<file path="src/rtl/morse_pkg.sv">
// ============================================================================
// Module : morse_pkg
// Brief  : State encoding and constant helpers shared by the Morse sequencer.
// Rev    : 1.0
// ============================================================================
`default_nettype none

package morse_pkg;

    typedef enum logic [1:0] {
        S_IDLE = 2'd0,
        S_ON   = 2'd1,
        S_OFF  = 2'd2,
        S_DONE = 2'd3
    } state_t;

    localparam int MS_CNT_W = 16;

    function automatic int ms_cycles(input int ms, input int clk_hz);
        return ms * (clk_hz / 1000);
    endfunction

    function automatic int len_w(input int max_elem);
        return $clog2(max_elem + 1);
    endfunction

endpackage

`default_nettype wire

</file>
<file path="src/rtl/morse_ms_timer.sv">
// ============================================================================
// Module : morse_ms_timer
// Brief  : Millisecond prescaler plus ms counter; expire pulses on the last
//          cycle of a target_ms interval. clr restarts both counters.
// Rev    : 1.0
// ============================================================================
`default_nettype none

module morse_ms_timer
    import morse_pkg::*;
#(
    parameter int MS_CYC = 50_000
) (
    input  logic                CLK,
    input  logic                RSTn,
    input  logic                clr,
    input  logic                en,
    input  logic [MS_CNT_W-1:0] target_ms,
    output logic                expire
);

    localparam int PRE_W = (MS_CYC > 1) ? $clog2(MS_CYC) : 1;
    localparam logic [PRE_W-1:0]    c_PRE_LAST = PRE_W'(MS_CYC - 1);
    localparam logic [MS_CNT_W-1:0] c_MS_ONE   = MS_CNT_W'(1);

    logic [PRE_W-1:0]    r_pre;
    logic [MS_CNT_W-1:0] r_ms;
    logic                w_ms_tick;

    assign w_ms_tick = (r_pre == c_PRE_LAST);

    // expire must not depend on clr: the sequencer derives clr from expire
    assign expire = en && w_ms_tick && (r_ms == (target_ms - c_MS_ONE));

    always_ff @(posedge CLK or negedge RSTn) begin
        if (!RSTn) begin
            r_pre <= '0;
            r_ms  <= '0;
        end else if (clr) begin
            r_pre <= '0;
            r_ms  <= '0;
        end else if (en) begin
            if (w_ms_tick) begin
                r_pre <= '0;
                r_ms  <= r_ms + c_MS_ONE;
            end else begin
                r_pre <= r_pre + PRE_W'(1);
            end
        end
    end

endmodule

`default_nettype wire

</file>
<file path="src/rtl/morse_seq_gen.sv">
// ============================================================================
// Module : morse_seq_gen
// Brief  : Plays up to MAX_ELEM dot/dash elements on an active-low buzzer pin.
//          Optional macro MORSE_TONE_EN: square tone during ON (passive buzzer).
// Rev    : 1.0
// ============================================================================
`default_nettype none

module morse_seq_gen
    import morse_pkg::*;
#(
    parameter int CLK_HZ   = 50_000_000,
    parameter int MAX_ELEM = 9,
    parameter int DOT_MS   = 100,
    parameter int DASH_MS  = 400,
    parameter int GAP_MS   = 50,
    parameter int TONE_DIV = 12_500
) (
    input  logic                         CLK,
    input  logic                         RSTn,
    input  logic                         start_sig,
    input  logic                         abort_sig,
    input  logic [MAX_ELEM-1:0]          pattern,
    input  logic [len_w(MAX_ELEM)-1:0]   pat_len,
    output logic                         busy,
    output logic                         done_sig,
    output logic                         pin_out
);

    localparam int LEN_W = len_w(MAX_ELEM);
    localparam logic [LEN_W-1:0]    c_MAX_LEN = LEN_W'(MAX_ELEM);
    localparam logic [LEN_W-1:0]    c_IDX_ONE = LEN_W'(1);
    localparam logic [MS_CNT_W-1:0] c_DOT_MS  = MS_CNT_W'(DOT_MS);
    localparam logic [MS_CNT_W-1:0] c_DASH_MS = MS_CNT_W'(DASH_MS);
    localparam logic [MS_CNT_W-1:0] c_GAP_MS  = MS_CNT_W'(GAP_MS);

    state_t              r_state;
    state_t              w_state_nxt;
    logic [MAX_ELEM-1:0] r_pat;
    logic [LEN_W-1:0]    r_len;
    logic [LEN_W-1:0]    r_idx;
    logic [LEN_W-1:0]    w_idx_inc;
    logic [LEN_W-1:0]    w_len_clamped;
    logic                w_latch;
    logic                w_adv;
    logic                w_expire;
    logic                w_tmr_en;
    logic                w_tmr_clr;
    logic                w_cur_dash;
    logic [MS_CNT_W-1:0] w_target_ms;

    assign w_idx_inc     = r_idx + c_IDX_ONE;
    assign w_len_clamped = (pat_len > c_MAX_LEN) ? c_MAX_LEN : pat_len;
    assign w_cur_dash    = r_pat[r_idx];

    // Restarting the timer on every state entry keeps each interval exact
    assign w_tmr_en    = (r_state == S_ON) || (r_state == S_OFF);
    assign w_tmr_clr   = !w_tmr_en || w_expire;
    assign w_target_ms = (r_state == S_ON) ? (w_cur_dash ? c_DASH_MS : c_DOT_MS) : c_GAP_MS;

    morse_ms_timer #(
        .MS_CYC (ms_cycles(1, CLK_HZ))
    ) u_timer (
        .CLK       (CLK),
        .RSTn      (RSTn),
        .clr       (w_tmr_clr),
        .en        (w_tmr_en),
        .target_ms (w_target_ms),
        .expire    (w_expire)
    );

    always_ff @(posedge CLK or negedge RSTn) begin
        if (!RSTn) begin
            r_state <= S_IDLE;
            r_pat   <= '0;
            r_len   <= '0;
            r_idx   <= '0;
        end else begin
            r_state <= w_state_nxt;
            if (w_latch) begin
                r_pat <= pattern;
                r_len <= w_len_clamped;
                r_idx <= '0;
            end else if (w_adv) begin
                r_idx <= w_idx_inc;
            end
        end
    end

    always_comb begin
        w_state_nxt = r_state;
        w_latch     = 1'b0;
        w_adv       = 1'b0;
        case (r_state)
            S_IDLE: begin
                if (start_sig && !abort_sig) begin
                    w_latch     = 1'b1;
                    w_state_nxt = (w_len_clamped != '0) ? S_ON : S_DONE;
                end
            end
            S_ON: begin
                if (abort_sig)     w_state_nxt = S_IDLE;
                else if (w_expire) w_state_nxt = S_OFF;
            end
            S_OFF: begin
                if (abort_sig) begin
                    w_state_nxt = S_IDLE;
                end else if (w_expire) begin
                    if (w_idx_inc == r_len) begin
                        w_state_nxt = S_DONE;
                    end else begin
                        w_state_nxt = S_ON;
                        w_adv       = 1'b1;
                    end
                end
            end
            S_DONE:  w_state_nxt = S_IDLE;
            default: w_state_nxt = S_IDLE;
        endcase
    end

    assign busy     = (r_state != S_IDLE);
    assign done_sig = (r_state == S_DONE);

`ifdef MORSE_TONE_EN
    localparam int TONE_W = (TONE_DIV > 1) ? $clog2(TONE_DIV) : 1;
    localparam logic [TONE_W-1:0] c_TONE_LAST = TONE_W'(TONE_DIV - 1);

    logic [TONE_W-1:0] r_tone_cnt;
    logic              r_tone;

    // Phase counter idles at zero outside ON so every element starts low
    always_ff @(posedge CLK or negedge RSTn) begin
        if (!RSTn) begin
            r_tone_cnt <= '0;
            r_tone     <= 1'b0;
        end else if (r_state != S_ON) begin
            r_tone_cnt <= '0;
            r_tone     <= 1'b0;
        end else if (r_tone_cnt == c_TONE_LAST) begin
            r_tone_cnt <= '0;
            r_tone     <= ~r_tone;
        end else begin
            r_tone_cnt <= r_tone_cnt + TONE_W'(1);
        end
    end

    assign pin_out = (r_state == S_ON) ? r_tone : 1'b1;
`else
    assign pin_out = (r_state != S_ON);
`endif

endmodule

`default_nettype wire

</file>
<file path="config.mk">
export PLATFORM = sky130hd
export DESIGN_NAME = morse_seq_gen
export DESIGN_NICKNAME = d
export VERILOG_FILES = /design/src/rtl/morse_pkg.sv /design/src/rtl/morse_ms_timer.sv /design/src/rtl/morse_seq_gen.sv
export SDC_FILE = /design/constraint.sdc
export NUM_CORES = 1
export LEC_CHECK = 0
export BUFFER_PORTS_ARGS = -buffer_cell sky130_fd_sc_hd__buf_4
export CAP_MARGIN = 10
export CORE_MARGIN = 5
export CORE_UTILIZATION = 54
export CTS_CLUSTER_DIAMETER = 200
export DETAILED_ROUTE_END_ITERATION = 10
export HOLD_SLACK_MARGIN = 0.1
export PLACE_DENSITY_LB_ADDON = 0.15
export REMOVE_ABC_BUFFERS = 1
export SYNTH_ARGS = -nofsm -noshare
export SYNTH_HDL_FRONTEND = slang
export SYNTH_SLANG_ARGS = --single-unit
</file>
<file path="constraint.sdc">
create_clock -name CLK -period 2.3 [get_ports CLK]
set_input_delay 0.345 -clock CLK [delete_from_list [all_inputs] [get_ports CLK]]
set_output_delay 0.345 -clock CLK [all_outputs]
set_load 0.05 [all_outputs]
</file>
==> results.md, run 1 <==
* Outcome: complete, no violations
* Area Growth Syn to Fin at 21.9%
* Maximum vdd ir drop at 0.552 mV
* Warnings, synthesis at 0
* Buffer depth of the longest clock path at 2
* Hold depth at 3
* Cell family with most CP delay: simple AND/OR/NAND/NOR gates
* Starting density of the core at 0.563
* R2R Path Start: r_idx[0]
* Clk_skew at 0.00911 ns
* Clk pin slew, worst setup/hold paths at 0.09 ns
* Hold wc startpoint: pattern[7]
* RD Place Congestion at 0.844
* Critical path capture point type: flip-flop
* Sequential area share after synthesis at 0.441
* Crit path launch type: flip-flop
* Avg Cell Area, Syn at 8.98 µm²
* Worst path max stage delay at 0.51 ns
* Via count at 2404
* Ports at 20
* Hold Violations, Final at 0
* Top-area cell type share of the netlist area at 0.441
* Number of flops mapped to enable cells by yosys at 0
* Routed WL at 6000 µm
* Cell count of the worst reg-to-reg path at 6
* Port Buffers at 19
* CP Class: flip-flop to flip-flop
* # fillers at 478
* Cell count after placement at 434
* Die area at 0.00692 mm²
* Most frequent cell after synthesis: nand2_1
* CP max stage cell: mux4_2
* Final Setup Violations at 0
* Footprint of the multi-input gates at 0.00159 mm²
* DRT antenna net count at 0
* Cell taking the most area after synthesis: dfrtp_1
* R2r setup slk at 0.005 ns
* Chip height at 83.2 µm
* Crit share post-route at 0.998
* CTS sink cnt at 51
* Max-slew headroom at 0.586
* Width of the die at 83.2 µm
* Main flop type after synthesis: dfrtp_1
* Gate Count Post-Synth at 322
* Total DRC errors in the routed layout at 0
* Worst setup margin at 0.00481 ns
* Total global routing overflow at 0
* Number of CTS-inserted buffers at 5
* Share of cells above drive strength 1 at 0.201
* Worst Setup SP: r_idx[0]
* Worst r2r dst: r_idx[2]
* Register area at 0.00128 mm²
* Register bit total from synthesis at 51
* Overall Global Routing Usage at 0.188
* Power Total at 3.07 mW
* CP Cell Sequence: mux4_2 -> or2_1 -> a31o_1 -> a211o_1 -> or4_4 -> a21oi_2
* MaxCap Viol Count at 0
* Finished Layout Cells at 444
* WL/cell at 13.5 µm
* Hold Crit Endpoint: r_pat[7]
* Leak pwr at 1.61 nW
* First-pass GRT wire length at 11000 µm
* DR iter-0 viols at 111
* Worst slew pin tran at 0.621 ns
* DR pass1 iterations at 4
* CP Buf/Inv Count at 0
* Dpl ws at -0.0304 ns
* Worst hold-check path type: input pin to flip-flop
* Row Count at 26
* Area of the core region at 0.00514 mm²
* Final #Nets at 398
* Largest net degree at the start of global routing at 52
* CP Data Arrival Time at 2.53 ns
* H-tree depth at 2
* RSZ-0062 raised after global routing: yes
* Fmax achieved at 0.436 GHz
* Vias in the first global route at 2395
* Commonest cells in the netlist: nand2_1, dfrtp_1, nor2_1
* Critical Path RT at 2.53 ns
* Crit-path max FO at 2
* CTS root buffer: clkbuf_8
* Asr flop ratio synth at 1.00
* Hold_ws at 0.225 ns
* CTS tree: built
* Period minus WS final at 2.30 ns
* Initial antenna violation count at 0
* Synthesized cell area at 0.00289 mm²
* Slew Viols, Final at 0
* Pwr/cell area at 871 mW/mm²
* Antenna cells at 0
* Via/cell ratio at 5.41
* Synth area leaders: dfrtp_1, nand2_1, xor2_1
* Synth cell types at 48
* Clock latency on the worst-skew pair at 0.30 ns
* Post-layout util at 0.686
* Detailed placement HPWL at 4440 µm
[metrics by stage]
stage / area [µm²] / TNS (ns)
floorplan: 2850 / -0.220
global placement: 3320 / 0
detailed placement: 3320 / -0.0607
CTS: 3490 / 0
global route: 3530 / -0.183
finish: 3530 / 0
[how the worst max path moves through the flow]
stage	to	slack [ns]	depth (start not counted)
final	r_idx[2]	0.005	6
after global routing	r_idx[3]	-0.07	7
after CTS	u_timer.r_ms[7]	0.001	9
after detailed placement	r_idx[2]	-0.03	6
after global placement	r_idx[2]	0.00009	7
after floorplan	r_idx[2]	-0.20	6
[cell usage in the layout, fill, tap and decap left out, types with 8 or more instances in the layout]
| cell | count |
|---|---|
| xnor2_1 | 13 |
| dfrtp_1 | 51 |
| nand2_1 | 53 |
| inv_1 | 10 |
| nand4_1 | 8 |
| nand3_1 | 14 |
| and3_1 | 10 |
| ha_1 | 8 |
| o21ai_0 | 11 |
| buf_4 | 53 |
| nor2_1 | 31 |
| a21oi_1 | 11 |
| xor2_1 | 18 |
[flip-flops by register name (all words and copies together) (netlist names)]
name	cells
u_timer.r_ms	16
r_state	2
r_idx	4
r_len	4
u_timer.r_pre	16
r_pat	9
[tightest hold or removal path: cells and delay by family]
family,cells,cell delay (ns)
AND/OR/NAND/NOR,2,0.08
buffers and inverters,1,0.07
[cell type report]
type | instances | share of cell area
Sequential cell | 51 | 0.362
Tap cell | 70 | 0.0248
Multi-Input combinational cell | 250 | 0.451
Clock buffer | 6 | 0.0234
Clock inverter | 2 | 0.0110
Timing Repair Buffer | 54 | 0.116
Inverter | 11 | 0.0117
[repair_timing]
item                                    CTS  global route
buffers inserted                          1             1
hold buffers                              1             0
endpoints found under the setup margin    8            12
pin swaps                                 4             4
gates resized for setup                   4             8
hold endpoints to repair                 51             0
[per-layer routing]
layer	up-vias	GRT usage	share of wire	wire length, µm
li1	1223	-	-	-
met1	1137	0.274	0.50	3000
met2	35	0.286	0.45	2700
met3	9	0.0287	0.032	194
met4	0	0.0579	0.017	104
met5	-	0	0	0
[logic make-up (layout without fill, tap and decap cells)]
family,count (synthesis),count (layout),synth area share
fa+ha+maj,8,8,0.0346
compound gates,46,46,0.103
simple gates,160,160,0.275
flops,51,51,0.441
xor+xnor,31,31,0.0939
buf+inv,21,73,0.0299
mux,5,5,0.0216
[power breakdown]
part	leakage, nW	total [mW]	switching (mW)	internal (mW)
clock	0.0618	0.654	0.296	0.358
combinational	0.860	1.27	0.761	0.513
sequential	0.686	1.14	0.0968	1.05
total	1.61	3.07	1.15	1.92
Power figures use the tool's default switching activity.
==> run 2: changes to the inputs <==
--- a/config.mk
+++ b/config.mk
@@ -8,7 +8,7 @@
 export BUFFER_PORTS_ARGS = -buffer_cell sky130_fd_sc_hd__buf_4
 export CAP_MARGIN = 10
 export CORE_MARGIN = 5
-export CORE_UTILIZATION = 54
+export CORE_UTILIZATION = 37
 export CTS_CLUSTER_DIAMETER = 200
 export DETAILED_ROUTE_END_ITERATION = 10
 export HOLD_SLACK_MARGIN = 0.1
==> results.md, run 2 (synthesis results as in run 1) <==
* CTS root buffer: clkbuf_8 (unchanged)
* DR iter-0 viols at 104 (was 111)
* Antenna cells at 0 (unchanged)
* CP Data Arrival Time at 2.50 ns (was 2.53 ns)
* CTS tree: built (unchanged)
* Hold depth at 3 (unchanged)
* Row Count at 32 (was 26)
* TNS Setup at 0 ns (unchanged)
* DR pass1 iterations at 4 (unchanged)
* # fillers at 784 (was 478)
* MaxCap Viol Count at 0 (unchanged)
* RD Place Congestion at 0.761 (was 0.844)
* Hold Violations, Final at 0 (unchanged)
* Area Growth Syn to Fin at 26.3% (was 21.9%)
* CP Class: flip-flop to flip-flop (unchanged)
* Fmax achieved at 0.442 GHz (was 0.436 GHz)
* Crit share post-route at 0.983 (was 0.998)
* Detailed placement HPWL at 4760 µm (was 4440 µm)
* Most common cell after layout, fill and taps aside: buf_4
* Crit path launch type: flip-flop (unchanged)
* First-pass GRT wire length at 11200 µm (was 11000 µm)
* Final Setup Violations at 0 (unchanged)
* Cell count of the worst reg-to-reg path at 6 (unchanged)
* Final #Nets at 413 (was 398)
* H-tree depth at 2 (unchanged)
* Clk pin slew, worst setup/hold paths at 0.10 ns (was 0.09 ns)
* Total global routing overflow at 0 (unchanged)
* Share of cells above drive strength 1 at 0.229 (was 0.201)
* Period minus WS final at 2.26 ns (was 2.30 ns)
* Total DRC errors in the routed layout at 0 (unchanged)
* WL/cell at 13.2 µm (was 13.5 µm)
* Hold wc startpoint: pattern[6] (was pattern[7])
* Critical path capture point type: flip-flop (unchanged)
* Pwr/cell area at 839 mW/mm² (was 871 mW/mm²)
* Initial antenna violation count at 0 (unchanged)
* Overall Global Routing Usage at 0.139 (was 0.188)
* Die area at 0.00968 mm² (was 0.00692 mm²)
* Critical Path RT at 2.54 ns (was 2.53 ns)
* R2r setup slk at 0.04 ns (was 0.005 ns)
* Number of CTS-inserted buffers at 5 (unchanged)
* Chip height at 98.4 µm (was 83.2 µm)
* Slew Viols, Final at 0 (unchanged)
* RSZ-0062 raised after global routing: yes (unchanged)
* Port Buffers at 19 (unchanged)
* Ports at 20 (unchanged)
* Hold Crit Endpoint: r_pat[6] (was r_pat[7])
* DRT antenna net count at 0 (unchanged)
* Starting density of the core at 0.376 (was 0.563)
* Maximum vdd ir drop at 0.515 mV (was 0.552 mV)
* CTS sink cnt at 51 (unchanged)
* Register area at 0.00128 mm² (unchanged)
* Routed WL at 6460 µm (was 6000 µm)
* Cell count after placement at 478 (was 434)
* Width of the die at 98.4 µm (was 83.2 µm)
* Clk_skew at 0.0108 ns (was 0.00911 ns)
* Via/cell ratio at 5.02 (was 5.41)
* Worst hold-check path type: input pin to flip-flop (unchanged)
* Outcome: complete, no violations (unchanged)
* Vias in the first global route at 2518 (was 2395)
* Hold_ws at 0.220 ns (was 0.225 ns)
* R2R Path Start: r_idx[0] (unchanged)
* Max-slew headroom at 0.559 (was 0.586)
* Footprint of the multi-input gates at 0.00159 mm² (about the same)
* Buffer depth of the longest clock path at 2 (unchanged)
* Worst r2r dst: r_idx[2] (unchanged)
* Worst slew pin tran at 0.661 ns (was 0.621 ns)
* Crit-path max FO at 2 (unchanged)
* Leak pwr at 1.67 nW (was 1.61 nW)
* Via count at 2467 (was 2404)
* Clock latency on the worst-skew pair at 0.31 ns (was 0.30 ns)
* Area of the core region at 0.00769 mm² (was 0.00514 mm²)
* Most frequent cells in the layout: buf_4, nand2_1, dfrtp_1 (was nand2_1, buf_4, dfrtp_1)
* Finished Layout Cells at 491 (was 444)
* Largest net degree at the start of global routing at 52 (unchanged)
* Leading registers by flop count: u_timer.r_ms x16, u_timer.r_pre x16, r_pat x9 (unchanged)
[run 2: cell types whose count changed in the layout (fill, tap and decap cells not counted), sizes merged]
cell and change:
clkinv +1, inv -1, bufinv -1, buf +15
clkinvlp +1
[run 2: critical path, cell delays in order, from the launching register on]
cell and delay [ns]:
dfrtp_1 0.38, mux4_2 0.51, or2_1 0.24, a31o_1 0.20, a211o_1 0.27, or4_1 0.47, a21oi_1 0.13
[run 2: how the worst max path moves through the flow]
| stage | startpoint | to | slack (ns) | depth (start not counted) |
|---|---|---|---|---|
| 6_report | r_idx[0] | r_idx[2] | 0.04 | 6 |
| 5_1_grt | r_idx[0] | r_idx[2] | -0.06 | 6 |
| 4_1_cts | r_idx[0] | u_timer.r_ms[2] | 0.01 | 8 |
| 3_5_place_dp | u_timer.r_pre[4] | r_idx[2] | -0.08 | 7 |
| 3_3_place_gp | u_timer.r_pre[4] | r_idx[3] | -0.08 | 8 |
| 2_1_floorplan | r_idx[0] | r_idx[2] | -0.20 | 6 |
[run 2: stage by stage]
stage	instance area [µm²]	total power, mW	util	worst slack [ns]
detailed placement	3450	2.51	0.449	-0.0765
global route	3650	3.32	0.475	-0.0596
floorplan	2850	1.91	-	-0.201
global placement	3450	2.49	0.449	-0.0806
CTS	3590	3.08	0.467	0.0129
finish	3650	3.06	0.475	0.0386
[run 2: final cells by class]
cell class | count | area share
Multi-Input combinational cell | 250 | 0.435
Sequential cell | 51 | 0.349
Timing Repair Buffer | 69 | 0.143
Tap cell | 102 | 0.0349
Clock buffer | 6 | 0.0226
Inverter | 11 | 0.0113
Clock inverter | 2 | 0.00445
[run 2: layer usage]
metal,share of wire,up-vias,routed length [µm],track usage
met5,0,-,0,0
met4,0.014,0,92,0.0441
met3,0.020,7,131,0.0286
met2,0.50,19,3260,0.235
met1,0.46,1183,2980,0.180
li1,-,1258,-,-
[run 2: where the power goes]
part           switching [mW]  internal (mW)
clock network           0.307          0.246
registers              0.0936           1.05
logic                   0.771          0.600
total                    1.17           1.89
[run 2: repair_timing]
| item | 4_1_cts | 5_1_grt |
|---|---|---|
| hold buffers | 1 | 0 |
| setup buffers | 1 | 3 |
| pin swaps | 5 | 5 |
| setup endpoints to repair | 6 | 13 |
| gates resized for setup | 3 | 8 |
| hold endpoints to repair | 16 | 0 |
